--- src/rtl/cnn_layer1_reader_if.sv ---
// Read-port and output-stream bundle between layer 1, this reader and layer 2.
// The master side belongs to the reader: it drives read requests and stream beats.
interface cnn_layer1_reader_if #(
    parameter int DW = 24,
    parameter int AW = 8
) ();
    logic          RD_EN;
    logic [AW-1:0] RD_ADDR;
    logic          RD_VALID;
    logic [DW-1:0] RD_DATA0;
    logic [DW-1:0] RD_DATA1;
    logic [DW-1:0] RD_DATA2;
    logic [DW-1:0] RD_DATA3;

    logic          OUT_VALID;
    logic          OUT_READY;
    logic [DW-1:0] OUT_DATA0;
    logic [DW-1:0] OUT_DATA1;
    logic [DW-1:0] OUT_DATA2;
    logic [DW-1:0] OUT_DATA3;
    logic          OUT_LAST_IN_LINE;
    logic          OUT_LAST_PIX;

    modport master (
        output RD_EN, RD_ADDR,
        input  RD_VALID, RD_DATA0, RD_DATA1, RD_DATA2, RD_DATA3,
        output OUT_VALID, OUT_DATA0, OUT_DATA1, OUT_DATA2, OUT_DATA3,
        output OUT_LAST_IN_LINE, OUT_LAST_PIX,
        input  OUT_READY
    );

    modport slave (
        input  RD_EN, RD_ADDR,
        output RD_VALID, RD_DATA0, RD_DATA1, RD_DATA2, RD_DATA3,
        input  OUT_VALID, OUT_DATA0, OUT_DATA1, OUT_DATA2, OUT_DATA3,
        input  OUT_LAST_IN_LINE, OUT_LAST_PIX,
        output OUT_READY
    );
endinterface

--- src/rtl/cnn_layer1_reader.sv ---
// Streams the layer-1 result buffer to layer 2 in raster order once layer 1 is
// finished; reads are credit-limited so the small output FIFO can never overflow.
module cnn_layer1_reader #(
    parameter int DW         = 24,
    parameter int IMG_W      = 16,
    parameter int IMG_H      = 16,
    parameter int AW         = 8,
    parameter int FIFO_DEPTH = 4
) (
    input  logic CLK,
    input  logic RSTn,
    input  logic START,
    input  logic L1_FINISHED,
    cnn_layer1_reader_if.master bus,
    output logic BUSY,
    output logic DONE,
    output logic PROTO_ERR
);
    localparam int NPIX = IMG_W * IMG_H;
    localparam int PW   = $clog2(FIFO_DEPTH);
    localparam int CW   = PW + 1;
    localparam int CLW  = (IMG_W > 1) ? $clog2(IMG_W) : 1;
    localparam int EW   = 4 * DW + 2;

    typedef enum logic [2:0] {
        S_IDLE,
        S_WAIT_FIN,
        S_FETCH,
        S_DRAIN,
        S_DONE
    } state_t;

    state_t         r_state;
    state_t         w_state_next;

    logic [AW-1:0]  r_addr;
    logic [CLW-1:0] r_col;
    logic           r_rd_en;
    logic [AW-1:0]  r_rd_addr;
    logic           r_iss_line;
    logic           r_iss_last;
    logic           r_tp_line;
    logic           r_tp_last;
    logic [CW-1:0]  r_in_flight;
    logic [CW-1:0]  r_count;
    logic [PW-1:0]  r_wptr;
    logic [PW-1:0]  r_rptr;
    logic [EW-1:0]  r_mem [FIFO_DEPTH];
    logic           r_proto_err;

    logic           w_abort;
    logic           w_start_ok;
    logic           w_credit_ok;
    logic           w_issue;
    logic           w_last_addr;
    logic           w_line_end;
    logic           w_push;
    logic           w_pop;
    logic           w_drop;
    logic           w_out_valid;
    logic [EW-1:0]  w_wr_word;
    logic [EW-1:0]  w_head;

    // Losing L1_FINISHED mid-readout means the buffer may be rewritten: abandon everything.
    assign w_abort     = ((r_state == S_FETCH) || (r_state == S_DRAIN)) && !L1_FINISHED;
    assign w_start_ok  = START && ((r_state == S_IDLE) || (r_state == S_DONE));
    assign w_credit_ok = ({1'b0, r_count} + {1'b0, r_in_flight}) < (CW + 1)'(FIFO_DEPTH);
    assign w_issue     = (r_state == S_FETCH) && !w_abort && w_credit_ok;
    assign w_last_addr = (r_addr == AW'(NPIX - 1));
    assign w_line_end  = (r_col == CLW'(IMG_W - 1));

    assign w_drop      = bus.RD_VALID && (r_in_flight == '0);
    assign w_push      = bus.RD_VALID && (r_in_flight != '0) && !w_abort;
    assign w_out_valid = (r_count != '0);
    assign w_pop       = w_out_valid && bus.OUT_READY;
    assign w_wr_word   = {r_tp_line, r_tp_last,
                          bus.RD_DATA3, bus.RD_DATA2, bus.RD_DATA1, bus.RD_DATA0};

    always_ff @(posedge CLK) begin
        if (!RSTn) begin
            r_state <= S_IDLE;
        end else begin
            r_state <= w_state_next;
        end
    end

    always_comb begin
        w_state_next = r_state;
        case (r_state)
            S_IDLE, S_DONE: begin
                if (START) w_state_next = S_WAIT_FIN;
            end
            S_WAIT_FIN: begin
                if (L1_FINISHED) w_state_next = S_FETCH;
            end
            S_FETCH: begin
                if (w_abort)                   w_state_next = S_WAIT_FIN;
                else if (w_issue && w_last_addr) w_state_next = S_DRAIN;
            end
            S_DRAIN: begin
                if (w_abort)
                    w_state_next = S_WAIT_FIN;
                else if ((r_count == '0) && (r_in_flight == '0))
                    w_state_next = S_DONE;
            end
            default: w_state_next = S_IDLE;
        endcase
    end

    // Address/column counters and the registered read request with its tags.
    always_ff @(posedge CLK) begin
        if (!RSTn) begin
            r_addr     <= '0;
            r_col      <= '0;
            r_rd_en    <= 1'b0;
            r_rd_addr  <= '0;
            r_iss_line <= 1'b0;
            r_iss_last <= 1'b0;
            r_tp_line  <= 1'b0;
            r_tp_last  <= 1'b0;
        end else begin
            r_rd_en <= w_issue;
            if (w_start_ok || w_abort) begin
                r_addr <= '0;
                r_col  <= '0;
            end else if (w_issue) begin
                if (!w_last_addr) r_addr <= r_addr + AW'(1);
                r_col <= w_line_end ? '0 : r_col + CLW'(1);
            end
            if (w_issue) begin
                r_rd_addr  <= r_addr;
                r_iss_line <= w_line_end;
                r_iss_last <= w_last_addr;
            end
            // Tags wait one more cycle so they line up with RD_VALID.
            if (r_rd_en) begin
                r_tp_line <= r_iss_line;
                r_tp_last <= r_iss_last;
            end
        end
    end

    always_ff @(posedge CLK) begin
        if (!RSTn || w_abort) begin
            r_in_flight <= '0;
        end else begin
            r_in_flight <= r_in_flight + CW'(w_issue) - CW'(w_push);
        end
    end

    always_ff @(posedge CLK) begin
        if (!RSTn || w_abort) begin
            r_wptr  <= '0;
            r_rptr  <= '0;
            r_count <= '0;
        end else begin
            if (w_push) r_wptr <= r_wptr + PW'(1);
            if (w_pop)  r_rptr <= r_rptr + PW'(1);
            r_count <= r_count + CW'(w_push) - CW'(w_pop);
        end
    end

    always_ff @(posedge CLK) begin
        if (!RSTn) begin
            for (int i = 0; i < FIFO_DEPTH; i++) r_mem[i] <= '0;
        end else if (w_push) begin
            r_mem[r_wptr] <= w_wr_word;
        end
    end

    always_ff @(posedge CLK) begin
        if (!RSTn) begin
            r_proto_err <= 1'b0;
        end else if (w_abort || w_drop) begin
            r_proto_err <= 1'b1;
        end
    end

    // Head word is forced to zero when empty so idle outputs stay quiet.
    assign w_head = w_out_valid ? r_mem[r_rptr] : '0;

    assign bus.RD_EN            = r_rd_en;
    assign bus.RD_ADDR          = r_rd_addr;
    assign bus.OUT_VALID        = w_out_valid;
    assign bus.OUT_DATA0        = w_head[0*DW +: DW];
    assign bus.OUT_DATA1        = w_head[1*DW +: DW];
    assign bus.OUT_DATA2        = w_head[2*DW +: DW];
    assign bus.OUT_DATA3        = w_head[3*DW +: DW];
    assign bus.OUT_LAST_PIX     = w_head[4*DW];
    assign bus.OUT_LAST_IN_LINE = w_head[4*DW+1];

    assign BUSY      = (r_state != S_IDLE) && (r_state != S_DONE);
    assign DONE      = (r_state == S_DONE);
    assign PROTO_ERR = r_proto_err;
endmodule

--- src/flat_wrapper.sv ---
// flat-port wrapper written by rule: the top's interface ports become plain ports
module cnn_layer1_reader_flat 
#(
    parameter int DW         = 24,
    parameter int IMG_W      = 16,
    parameter int IMG_H      = 16,
    parameter int AW         = 8,
    parameter int FIFO_DEPTH = 4
)
  (CLK, RSTn, START, L1_FINISHED, BUSY, DONE, PROTO_ERR, bus_RD_EN, bus_RD_ADDR, bus_RD_VALID, bus_RD_DATA0, bus_RD_DATA1, bus_RD_DATA2, bus_RD_DATA3, bus_OUT_VALID, bus_OUT_DATA0, bus_OUT_DATA1, bus_OUT_DATA2, bus_OUT_DATA3, bus_OUT_LAST_IN_LINE, bus_OUT_LAST_PIX, bus_OUT_READY);
  cnn_layer1_reader_if #(.DW(DW), .AW(AW)) bus_i ();
  input  logic CLK;
  input  logic RSTn;
  input  logic START;
  input  logic L1_FINISHED;
  output logic BUSY;
  output logic DONE;
  output logic PROTO_ERR;
  output wire logic [$bits(bus_i.RD_EN)-1:0] bus_RD_EN;
  output wire logic [$bits(bus_i.RD_ADDR)-1:0] bus_RD_ADDR;
  input wire logic [$bits(bus_i.RD_VALID)-1:0] bus_RD_VALID;
  input wire logic [$bits(bus_i.RD_DATA0)-1:0] bus_RD_DATA0;
  input wire logic [$bits(bus_i.RD_DATA1)-1:0] bus_RD_DATA1;
  input wire logic [$bits(bus_i.RD_DATA2)-1:0] bus_RD_DATA2;
  input wire logic [$bits(bus_i.RD_DATA3)-1:0] bus_RD_DATA3;
  output wire logic [$bits(bus_i.OUT_VALID)-1:0] bus_OUT_VALID;
  output wire logic [$bits(bus_i.OUT_DATA0)-1:0] bus_OUT_DATA0;
  output wire logic [$bits(bus_i.OUT_DATA1)-1:0] bus_OUT_DATA1;
  output wire logic [$bits(bus_i.OUT_DATA2)-1:0] bus_OUT_DATA2;
  output wire logic [$bits(bus_i.OUT_DATA3)-1:0] bus_OUT_DATA3;
  output wire logic [$bits(bus_i.OUT_LAST_IN_LINE)-1:0] bus_OUT_LAST_IN_LINE;
  output wire logic [$bits(bus_i.OUT_LAST_PIX)-1:0] bus_OUT_LAST_PIX;
  input wire logic [$bits(bus_i.OUT_READY)-1:0] bus_OUT_READY;
  assign bus_RD_EN = bus_i.RD_EN;
  assign bus_RD_ADDR = bus_i.RD_ADDR;
  assign bus_i.RD_VALID = bus_RD_VALID;
  assign bus_i.RD_DATA0 = bus_RD_DATA0;
  assign bus_i.RD_DATA1 = bus_RD_DATA1;
  assign bus_i.RD_DATA2 = bus_RD_DATA2;
  assign bus_i.RD_DATA3 = bus_RD_DATA3;
  assign bus_OUT_VALID = bus_i.OUT_VALID;
  assign bus_OUT_DATA0 = bus_i.OUT_DATA0;
  assign bus_OUT_DATA1 = bus_i.OUT_DATA1;
  assign bus_OUT_DATA2 = bus_i.OUT_DATA2;
  assign bus_OUT_DATA3 = bus_i.OUT_DATA3;
  assign bus_OUT_LAST_IN_LINE = bus_i.OUT_LAST_IN_LINE;
  assign bus_OUT_LAST_PIX = bus_i.OUT_LAST_PIX;
  assign bus_i.OUT_READY = bus_OUT_READY;
  cnn_layer1_reader #(.DW(DW), .IMG_W(IMG_W), .IMG_H(IMG_H), .AW(AW), .FIFO_DEPTH(FIFO_DEPTH)) u_core (.CLK(CLK), .RSTn(RSTn), .START(START), .L1_FINISHED(L1_FINISHED), .bus(bus_i), .BUSY(BUSY), .DONE(DONE), .PROTO_ERR(PROTO_ERR));
endmodule
--- config.mk ---
export PLATFORM = sky130hd
export DESIGN_NAME = cnn_layer1_reader_flat
export DESIGN_NICKNAME = d
export VERILOG_FILES = /design/src/rtl/cnn_layer1_reader_if.sv /design/src/rtl/cnn_layer1_reader.sv /design/src/flat_wrapper.sv
export SDC_FILE = /design/constraint.sdc
export NUM_CORES = 1
export LEC_CHECK = 0
export CAP_MARGIN = 10
export CORE_MARGIN = 2
export CORE_UTILIZATION = 35
export DETAILED_ROUTE_END_ITERATION = 10
export GPL_ROUTABILITY_DRIVEN = 0
export GPL_TIMING_DRIVEN = 0
export PLACE_DENSITY = 0.6
export SLEW_MARGIN = 20
export SYNTH_ARGS = -nofsm -noshare
export SYNTH_HDL_FRONTEND = slang
export SYNTH_SLANG_ARGS = --single-unit
--- constraint.sdc ---
create_clock -name CLK -period 24.6 [get_ports CLK]
set_input_delay 7.38 -clock CLK [delete_from_list [all_inputs] [get_ports CLK]]
set_output_delay 7.38 -clock CLK [all_outputs]
set_load 0.02 [all_outputs]
==> metrics <==
PwrDens 92.7 mW/mm^2; GRT met3 Usage ~3.8%; period utilization roughly 43%; H-tree depth 2; Clock transition at path regs 0.06 ns; Max Freq about 0.093 GHz; synthesized area about 0.019 mm^2; Worst Hold Class flip-flop to flip-flop; Starting Density a little over a third; global-route met1 utilization 22.0%; Avg Cell Area, Syn approximately 15 um^2; vias per cell slightly below 5; met2 Usage GRT a little under a third; #FFs+latches synth between 400 and 500; drt drc 0; die area between 0.05 and 0.06 mm^2; Resized cells post-CTS 0; share of cells above drive strength 1 between 10% and 20%; Tmin final around 11 ns; Post-DP Area roughly 0.023 mm^2; Total GRT Usage roughly 17%; first-pass GRT wire length 73100 um; Port Buf Inserts around 210; die width 239 um; crit-path cells or3_1, clkbuf_2, clkbuf_1, clkbuf_1, and2_1, clkdlybuf4s50_1; GR Overflow Total 0; CP endpoint kind primary output; critical path type flip-flop to primary output; # hold bufs at CTS 0; Post-synth EDFFs just under 400; CTS tree done; maxcap violations 0; sequential fraction of the synthesis area between 60% and 70%; Layout area overhead 26.4%; CP Launch Type flip-flop; cell family with most CP delay buffers and inverters; VDD IR max between 0.00005 and 0.00006 V; Max stage delay on crit path between 0.6 and 0.7 ns; Final WS setup ~14 ns; Syn. warnings 0; CTS max path bufs 3; Post-CTS Setup Repair Bufs 0; Slowest cell on crit path clkdlybuf4s50_1; DP Worst Slack approximately 14 ns; final WL 49200 um; Leakage slightly above 9 nW; Finish-stage setup viols 0; Pre-antenna DRT Iters 5; GR peak layer met2; Wirelength per Cell 20.9 um; Worst slew margin between 40 and 50%; Synthesized Nets about 1400; Final ANT Viol Nets 0; crit-path max FO 10; final hold viol count 0; initial antenna violation count 5; Top FF cell, synth edfxtp_1; status complete, no violations; via count approximately 11000; Unique masters post-synth 50; Critical Path Source u_core.r_count[1]; reg2reg start u_core.r_state[1]; Num CTS Buffers 48; Ports roughly 210; latest clock arrival within the worst-skew pair between 0.5 and 0.6 ns; Clock Sinks around 430; HPWL Detailed around 32000 um; Hold Startpoint u_core.bus.RD_ADDR[2]; critical path data required time between 15 and 20 ns; Slew @ Worst Pin ~0.86 ns; post-route setup TNS 0 ns; nets@finish about 1700; ys async rst share 0%; Site Rows 86; Post-Synthesis Cells ~1300; die height approximately 240 um; fin area 0.0245 mm^2; Slew Viols, Final 0; drt first-iter violations approximately 760; via count of the first global-routing pass ~12000; CP dominant cell by count clkbuf_1; clock root cell clkbuf_16; Clock Skew ~0.013 ns; CP bufs+invs 4; pin count of the biggest net entering global routing 35; Core Area approximately 0.055 mm^2; power consumption approximately 2.3 mW; crit path DAT 3.32 ns; RSZ-0062 raised after global routing no
==> routing by layer <==
layer / part of all wire, % / wire (um)
met5: 0.073 / 36
met4: 1.5 / 758
met3: 5.5 / 2700
met2: 51 / 25200
met1: 42 / 20500
==> where the power goes <==
group	total (mW)	internal (mW)	switching, mW
logic	0.672	0.314	0.359
clock network	0.691	0.405	0.286
registers	0.910	0.888	0.0224
==> cells in the mapped netlist, drive strengths merged (2+ instances only) <==
library cell	n	area share, %
nor2	26	0.52
xnor2	7	0.32
nor3	5	0.19
xor2	6	0.27
a21oi	2	0.052
a31oi	4	0.13
or3	2	0.064
o21a	3	0.12
buf	28	0.99
fa	2	0.21
nor2b	4	0.13
nand4	6	0.19
nand2b	2	0.064
a21boi	9	0.35
ha	7	0.45
and4	2	0.090
nand3	7	0.27
and2	395	13
mux2i	5	0.26
dfxtp	41	4.2
and3	103	3.3
clkbuf	66	1.3
or3b	2	0.090
mux4	98	11
inv	11	0.23
o21ai	5	0.13
o211ai	2	0.077
edfxtp	392	61
nand2	33	0.72
==> sequential cells by signal, indices dropped and copies added, names as in the netlist, 2 cells and up, named ones only <==
register / cells
u_core.r_mem: 392
u_core.bus.RD_ADDR: 8
u_core.r_addr: 8
u_core.r_col: 4
u_core.r_count: 3
u_core.r_in_flight: 3
u_core.r_state: 3
u_core.r_rptr: 2
u_core.r_wptr: 2
==> worst reg2reg max path: stages, from the launching register on <==
cell      delay, ns
dfxtp_1        0.36
or3b_1         0.18
buf_4          0.15
nand3_4        0.12
inv_4          0.11
nand2_8        0.06
nor3_4         0.68
buf_6          0.25
nand2b_4       0.54
buf_12         0.31
==> metrics by stage <==
stage | utilization (%) | instances | hold slack (ns)
3_3_place_gp | 40.8 | 2244 | 0.454
3_5_place_dp | 41.9 | 2264 | 0.460
6_report | 44.6 | 2351 | 0.464
4_1_cts | 44.6 | 2350 | 0.465
5_1_grt | 44.6 | 2351 | 0.486
2_1_floorplan | - | 1285 | 0.443
==> layout by cell type, fill, tap and decap left out, drive strengths merged, types with 2 or more instances in the layout <==
master,instances
o21ai,5
or3,2
o211ai,2
or3b,2
clkdlybuf4s50,211
nand2b,2
a21boi,9
and2,395
and4,2
xor2,6
nand4,6
clkbuf,125
xnor2,7
mux2i,5
o21a,3
bufinv,4
edfxtp,392
fa,2
inv,11
a31oi,4
ha,7
clkinvlp,3
nor2b,4
nor2,26
buf,48
nand2,33
nor3,5
a21oi,2
nand3,7
mux4,98
clkinv,21
and3,103
dfxtp,41
==> kinds of logic (layout without fill, tap and decap cells) <==
logic type | Yosys count | in the layout | share of synthesized area (%)
AO/OA/AOI/OAI | 30 | 30 | 1.07
buffers and inverters | 106 | 423 | 2.56
flip-flops | 433 | 433 | 64.9
XOR/XNOR | 13 | 13 | 0.587
adder cells (fa/ha/maj) | 9 | 9 | 0.658
AND/OR/NAND/NOR | 591 | 591 | 18.6
other | 0 | 1 | 0
multiplexers | 103 | 103 | 11.6
==> path summary, 6_finish.rpt <==
kind	end	slack, ns	cells past startpoint
min reg2reg	u_core.bus.RD_ADDR[2]	0.46	2
max reg2reg	u_core.r_mem[0][48]	21.47	9
max	bus_OUT_DATA3[10]	13.90	6
min	u_core.bus.RD_ADDR[2]	0.46	2
==> final cells by class <==
type | count | area [um^2]
antenna | 1 | 2.50
buffer | 94 | 452
clock buffer | 59 | 1260
clock inverter | 27 | 233
fill | 4920 | 30500
inverter | 12 | 47.5
multi-input combinational | 746 | 6360
sequential | 433 | 12600
tap | 748 | 936
timing repair buffer | 231 | 2640
Power figures use the tool's default switching activity.
